### config.mk
export PLATFORM = sky130hd
export DESIGN_NAME = wb_gpio
export DESIGN_NICKNAME = d
export VERILOG_FILES = /design/src/rtl/wb_gpio.sv
export SDC_FILE = /design/constraint.sdc
export NUM_CORES = 1
export LEC_CHECK = 0
export CAP_MARGIN = 20
export CORE_MARGIN = 4
export CORE_UTILIZATION = 25
export DETAILED_ROUTE_END_ITERATION = 16
export MAX_ROUTING_LAYER = met4
export SLEW_MARGIN = 20
export SYNTH_ARGS = -nofsm -noshare
export SYNTH_HDL_FRONTEND = slang
export SYNTH_SLANG_ARGS = --single-unit
export TNS_END_PERCENT = 5
### constraint.sdc
create_clock -name clk -period 1.1 [get_ports clk]
set_clock_uncertainty 0.15 [all_clocks]
set_input_delay 0.22 -clock clk [delete_from_list [all_inputs] [get_ports clk]]
set_output_delay 0.22 -clock clk [all_outputs]
set_load 0.05 [all_outputs]
### src/rtl/wb_gpio.sv
// wb_gpio: Wishbone GPIO slave with N pins, per-pin direction, input synchroniser,
// optional debounce filter and rising/falling edge interrupts with W1C status.
//
// Register map (byte offset, only wb_adr[4:2] decoded):
//   0x00 DATA_IN RO  | 0x04 DATA_OUT RW | 0x08 DIR RW (1=output)
//   0x0C RISE_EN RW  | 0x10 FALL_EN RW  | 0x14 IRQ_STATUS RW1C
//   0x18/0x1C read 0, writes ignored, still acked.
//
// Ports:
//   clk, rst_n          system clock, async active-low reset
//   wb_cyc/stb/we/sel   Wishbone request qualifiers
//   wb_adr, wb_dat_i    byte address, write data
//   wb_dat_o, wb_ack    registered read data and one-cycle acknowledge
//   wb_stall            tied 0
//   gpio_i              asynchronous pad inputs
//   gpio_o, gpio_oe     pad output values (DATA_OUT) and enables (DIR)
//   irq                 level interrupt, OR of IRQ_STATUS
module wb_gpio #(
  parameter int unsigned N      = 4,
  parameter int unsigned DB_DIV = 0
) (
  input  logic          clk,
  input  logic          rst_n,
  input  logic          wb_cyc,
  input  logic          wb_stb,
  input  logic          wb_we,
  input  logic [3:0]    wb_sel,
  input  logic [31:0]   wb_adr,
  input  logic [31:0]   wb_dat_i,
  output logic [31:0]   wb_dat_o,
  output logic          wb_ack,
  output logic          wb_stall,
  input  logic [N-1:0]  gpio_i,
  output logic [N-1:0]  gpio_o,
  output logic [N-1:0]  gpio_oe,
  output logic          irq
);

  logic          req;
  logic          wr;
  logic [2:0]    addr;
  logic [31:0]   sel_mask;
  logic [N-1:0]  wmask;
  logic [N-1:0]  wdat;

  assign req      = wb_cyc & wb_stb;
  assign wr       = req & wb_we;
  assign addr     = wb_adr[4:2];
  assign sel_mask = {{8{wb_sel[3]}}, {8{wb_sel[2]}}, {8{wb_sel[1]}}, {8{wb_sel[0]}}};
  assign wmask    = sel_mask[N-1:0];
  assign wdat     = wb_dat_i[N-1:0];

  logic unused_ok;
  assign unused_ok = ^{wb_adr[31:5], wb_adr[1:0], wb_dat_i, sel_mask};

  logic [N-1:0] data_out_q, data_out_d;
  logic [N-1:0] dir_q, dir_d;
  logic [N-1:0] rise_en_q, rise_en_d;
  logic [N-1:0] fall_en_q, fall_en_d;
  logic [N-1:0] status_q, status_d;
  logic [N-1:0] sync1_q, sync2_q;
  logic [N-1:0] filt_q, filt_d;
  logic         ack_q;
  logic [31:0]  dat_q, dat_d;
  logic [31:0]  rdata;
  logic [N-1:0] rise, fall, w1c;

  // Input filter: either a plain register stage or a two-tick agreement debouncer.
  if (DB_DIV == 0) begin : g_bypass
    assign filt_d = sync2_q;
  end else begin : g_debounce
    localparam int unsigned PresWidth = (DB_DIV > 1) ? $clog2(DB_DIV) : 1;
    localparam logic [PresWidth-1:0] PresLast = PresWidth'(DB_DIV - 1);

    logic [PresWidth-1:0] presc_q, presc_d;
    logic [N-1:0]         samp_q, samp_d;
    logic                 tick;
    logic [N-1:0]         agree;

    assign tick  = (presc_q == PresLast);
    assign agree = ~(sync2_q ^ samp_q);

    always_comb begin
      presc_d = tick ? '0 : presc_q + 1'b1;
      samp_d  = tick ? sync2_q : samp_q;
      filt_d  = filt_q;
      // A bit only follows s2 when the previous tick saw the same level.
      if (tick) begin
        filt_d = (agree & sync2_q) | (~agree & filt_q);
      end
    end

    always_ff @(posedge clk or negedge rst_n) begin
      if (!rst_n) begin
        presc_q <= '0;
        samp_q  <= '0;
      end else begin
        presc_q <= presc_d;
        samp_q  <= samp_d;
      end
    end
  end

  assign rise = filt_d & ~filt_q;
  assign fall = ~filt_d & filt_q;
  assign w1c  = (wr && addr == 3'd5) ? (wmask & wdat) : '0;

  always_comb begin
    data_out_d = data_out_q;
    dir_d      = dir_q;
    rise_en_d  = rise_en_q;
    fall_en_d  = fall_en_q;
    if (wr) begin
      case (addr)
        3'd1:    data_out_d = (data_out_q & ~wmask) | (wdat & wmask);
        3'd2:    dir_d      = (dir_q & ~wmask) | (wdat & wmask);
        3'd3:    rise_en_d  = (rise_en_q & ~wmask) | (wdat & wmask);
        3'd4:    fall_en_d  = (fall_en_q & ~wmask) | (wdat & wmask);
        default: ;
      endcase
    end
    // New events are ORed in after the clear so a simultaneous set wins.
    status_d = (status_q & ~w1c) | (rise & rise_en_q) | (fall & fall_en_q);
  end

  always_comb begin
    rdata = '0;
    case (addr)
      3'd0:    rdata = 32'(filt_q);
      3'd1:    rdata = 32'(data_out_q);
      3'd2:    rdata = 32'(dir_q);
      3'd3:    rdata = 32'(rise_en_q);
      3'd4:    rdata = 32'(fall_en_q);
      3'd5:    rdata = 32'(status_q);
      default: rdata = '0;
    endcase
    dat_d = req ? rdata : '0;
  end

  always_ff @(posedge clk or negedge rst_n) begin
    if (!rst_n) begin
      data_out_q <= '0;
      dir_q      <= '0;
      rise_en_q  <= '0;
      fall_en_q  <= '0;
      status_q   <= '0;
      sync1_q    <= '0;
      sync2_q    <= '0;
      filt_q     <= '0;
      ack_q      <= 1'b0;
      dat_q      <= '0;
    end else begin
      data_out_q <= data_out_d;
      dir_q      <= dir_d;
      rise_en_q  <= rise_en_d;
      fall_en_q  <= fall_en_d;
      status_q   <= status_d;
      sync1_q    <= gpio_i;
      sync2_q    <= sync1_q;
      filt_q     <= filt_d;
      ack_q      <= req;
      dat_q      <= dat_d;
    end
  end

  assign wb_ack   = ack_q;
  assign wb_dat_o = dat_q;
  assign wb_stall = 1'b0;
  assign gpio_o   = data_out_q;
  assign gpio_oe  = dir_q;
  assign irq      = |status_q;

endmodule
==> run summary <==
### Global routing
• 38 — pin count of the biggest net entering global routing
• 10.09% — GRT Total Usage
• 6.410 mm — wire length of the first global-routing pass
• 0 — total gr overflow
• 1,279 — via count of the first global-routing pass
• 0 — antenna violations before repair

### Synthesis
• 1762 µm² — Mapped Area
• 0% — adder and majority gate portion of the synthesized area
• multiplexers — dominant combinational cell family by area after synthesis
• 17.12% — share of synthesized area spent on multiplexers
• 0% — xor-xnor portion of the synthesized cell area
• sky130_fd_sc_hd__dfrtp_1 — most area-hungry cell type in the Yosys netlist
• sky130_fd_sc_hd__dfrtp_1 (53%), sky130_fd_sc_hd__buf_4 (12%), sky130_fd_sc_hd__mux2_2 (5.8%) — Area contributors post-synth
• 7.031% — Compound-Gate Fraction of Synth Area
• 144 — instance count of the mapped netlist
• 0 — number of warning messages in the yosys log
• 52.56% — register area share after synthesis
• 32 — Unique masters post-synth
• 8.310% — simple logic cell fraction of the synthesized area
• 12.23 µm² — Mapped Avg Cell Area
• 52.56% — share of the synthesized area in the top cell type
• 37 — flip-flop and latch count after synthesis

### CTS
• 2 — Bufs on Longest Clock Path
• built — clock tree from TritonCTS
• 37 — CTS sink count
• sky130_fd_sc_hd__clkbuf_8 — clock root buffer
• 2 — Max H-tree Level
• 0 — number of buffers inserted by hold repair at cts
• 0.07 ns — clock-pin slew on the worst setup and hold paths
• 5 — TritonCTS Buffers
• 0.28 ns — clock latency reported for the late side of the worst-skew pair

### Critical path
• 2 — critical path fanouts, max
• 1.39 ns — Arrival @ worst endpoint
• 0.73 ns — worst path required time
• -0.21 ns — register-to-register setup slack
• flop — kind of start point of the critical path
• output pin — Crit. End Element
• wb_dat_o[3] — Critical R2R Capture
• 3 — cells on worst reg2reg path
• reg -> out — CP Class
• status_q[3] — FF-to-FF Start

### Route
• 0 — antenna-violating nets left
• 13.09 µm — Routed wire per std cell
• 0 — drc violations
• 4.059 mm — total wire length after detailed routing
• 1,262 — via count
• 4 — length of the first detailed-routing pass in iterations
• 4.071 — post-detailed-route via-to-cell ratio
• 39 — Initial DRC Count

### Status
• negative setup slack — violations in the final reports
• finished, violations left — status

### Floorplan
• 91.95 µm — die outline width
• 6832 µm² — area of the core
• 91.95 µm — Die Y-Extent
• 120 — I/O pin count
• 25.79% — initial standard-cell utilization of the core
• 30 — total number of placement rows
• 8454 µm² — floorplan die area

### Flow run
• 0 — max_cap viols

### Finish
• 291 — Net count, final
• 310 — number of non-filler instances in the completed layout
• 0 — diode insertion count for antenna repair
• 48.79% — area added between synthesis and finish
• 43.46% — ratio of cells with drive above 1 in the final layout

### Pwr
• 1.235 nW — Static Leakage
• 1452 nW/µm² — power density normalized to cell area
• 0.5038 mV — VDD IR-drop max

### Timing
• 159.9% — final critical-path share of the clock period
• true — setup repair after global routing missed its margin
• 0 — Slew Viols, Final
• 1.759 ns — minimum clock period after layout
• 0 — count of final hold-check violations
• 0.1534 ns — final hold slack
• 38 — count of final setup violators
• 568.5 MHz — FMAX
• -0.6590 ns — final worst setup slack

### Place
• 302 — number of placed cells counting well taps
• 3.217 mm — final HPWL from detailed placement
• 30 — count of buffers inserted at the top-level ports
• 0.8269 — final weighted congestion in routability-driven placement

### Min path
• in -> async — Hold/Removal Path Class

## synthesized netlist by cell type
cell type,number
sky130_fd_sc_hd__a211o_1,2
sky130_fd_sc_hd__a21o_1,4
sky130_fd_sc_hd__a21oi_1,4
sky130_fd_sc_hd__a31oi_1,1
sky130_fd_sc_hd__buf_2,2
sky130_fd_sc_hd__buf_4,29
sky130_fd_sc_hd__buf_6,1
sky130_fd_sc_hd__clkbuf_1,2
sky130_fd_sc_hd__conb_1,1
sky130_fd_sc_hd__dfrtp_1,37
sky130_fd_sc_hd__inv_1,1
sky130_fd_sc_hd__inv_2,1
sky130_fd_sc_hd__inv_4,1
sky130_fd_sc_hd__mux2_1,4
sky130_fd_sc_hd__mux2_2,9
sky130_fd_sc_hd__mux2_4,4
sky130_fd_sc_hd__mux2i_1,5
sky130_fd_sc_hd__mux4_2,2
sky130_fd_sc_hd__nand2_1,10
sky130_fd_sc_hd__nand2b_1,1
sky130_fd_sc_hd__nand3_1,1
sky130_fd_sc_hd__nand3b_1,4
sky130_fd_sc_hd__nand4_1,1
sky130_fd_sc_hd__nor2_1,3
sky130_fd_sc_hd__nor3_1,1
sky130_fd_sc_hd__nor3_2,1
sky130_fd_sc_hd__nor4_2,1
sky130_fd_sc_hd__o21ai_0,5
sky130_fd_sc_hd__o311ai_0,1
sky130_fd_sc_hd__o31ai_1,1
sky130_fd_sc_hd__o41ai_1,1
sky130_fd_sc_hd__or4_1,3
## cell families (layout without fill, tap and decap cells)
kind of cell	Yosys count	in the layout
muxes	24	24
and+or+nand+nor	26	26
buffers and inverters	37	79
other	1	29
DFF	37	37
AOI/OAI and AO/OA	19	19
## final cells by class
type / count / area (µm²)
Inverter: 3 / 13.76
Clock buffer: 7 / 86.33
Multi-Input combinational cell: 98 / 733.2
Fill cell: 674 / 4210
Tap cell: 96 / 120.1
Timing Repair Buffer: 69 / 742.0
Sequential cell: 37 / 925.9
## through the flow
step	power (mW)	setup slack, ns	setup TNS (ns)	area [µm²]	utilization [%]
floorplan	2.312	-0.4502	-8.797	1886	-
global placement	2.821	-1.068	-23.02	2470	36.15
detailed placement	2.842	-1.060	-23.03	2470	36.15
CTS	3.834	-0.6730	-8.765	2608	38.17
global route	3.998	-0.6920	-9.784	2621	38.37
finish	3.806	-0.6590	-8.468	2621	38.37
## what timing repair did
action | 4_1_cts | 5_1_grt
setup buffers | 0 | 1
pin swaps | 3 | 1
endpoints found under the setup margin | 38 | 38
cloned | 0 | 0
gates resized for setup | 45 | 2
## cell usage in the layout, fill, tap and decap left out, types with 2 or more instances in the layout
cell                              count
sky130_fd_sc_hd__clkbuf_8             6
sky130_fd_sc_hd__buf_12              14
sky130_fd_sc_hd__mux2_4               4
sky130_fd_sc_hd__conb_1              29
sky130_fd_sc_hd__clkdlybuf4s50_1      9
sky130_fd_sc_hd__or4_4                3
sky130_fd_sc_hd__o21ai_0              5
sky130_fd_sc_hd__a21oi_1              3
sky130_fd_sc_hd__buf_4               29
sky130_fd_sc_hd__mux4_2               2
sky130_fd_sc_hd__nor2_1               3
sky130_fd_sc_hd__a211o_1              2
sky130_fd_sc_hd__buf_6               10
sky130_fd_sc_hd__nand3b_1             4
sky130_fd_sc_hd__mux2_1               4
sky130_fd_sc_hd__dfrtp_1             37
sky130_fd_sc_hd__a21o_1               4
sky130_fd_sc_hd__nand2_1              9
sky130_fd_sc_hd__mux2_2               9
sky130_fd_sc_hd__mux2i_1              5
sky130_fd_sc_hd__buf_2                6
## report_power, final
part | switching [mW] | internal, mW | leakage, nW | total, mW
clock network | 0.440 | 0.497 | 0.0443 | 0.937
registers | 0.112 | 1.51 | 0.459 | 1.63
logic | 0.664 | 0.579 | 0.731 | 1.24
total | 1.22 | 2.59 | 1.23 | 3.81
## layer usage
metal | global-route usage, % | part of all wire, % | up-vias
li1 | - | - | 589
met1 | 11.41 | 41 | 624
met2 | 17.21 | 52 | 44
met3 | 2.871 | 5.5 | 5
met4 | 3.342 | 0.76 | 0
met5 | - | 0 | -
## worst max-delay path, cell delays in order, from the launching register on
cell,delay (ns)
sky130_fd_sc_hd__dfrtp_1,0.39
sky130_fd_sc_hd__or4_4,0.54
sky130_fd_sc_hd__buf_6,0.17
## worst max path at each step
stage / from / end / cells past startpoint
final: status_q[1] / irq / 2
after global routing: status_q[1] / irq / 2
after CTS: status_q[1] / irq / 2
after detailed placement: wb_adr[4] / flop / 5
after global placement: wb_adr[4] / flop / 5
after floorplan: wb_adr[3] / flop / 5
No activity file was read; power rests on OpenSTA's default activity.
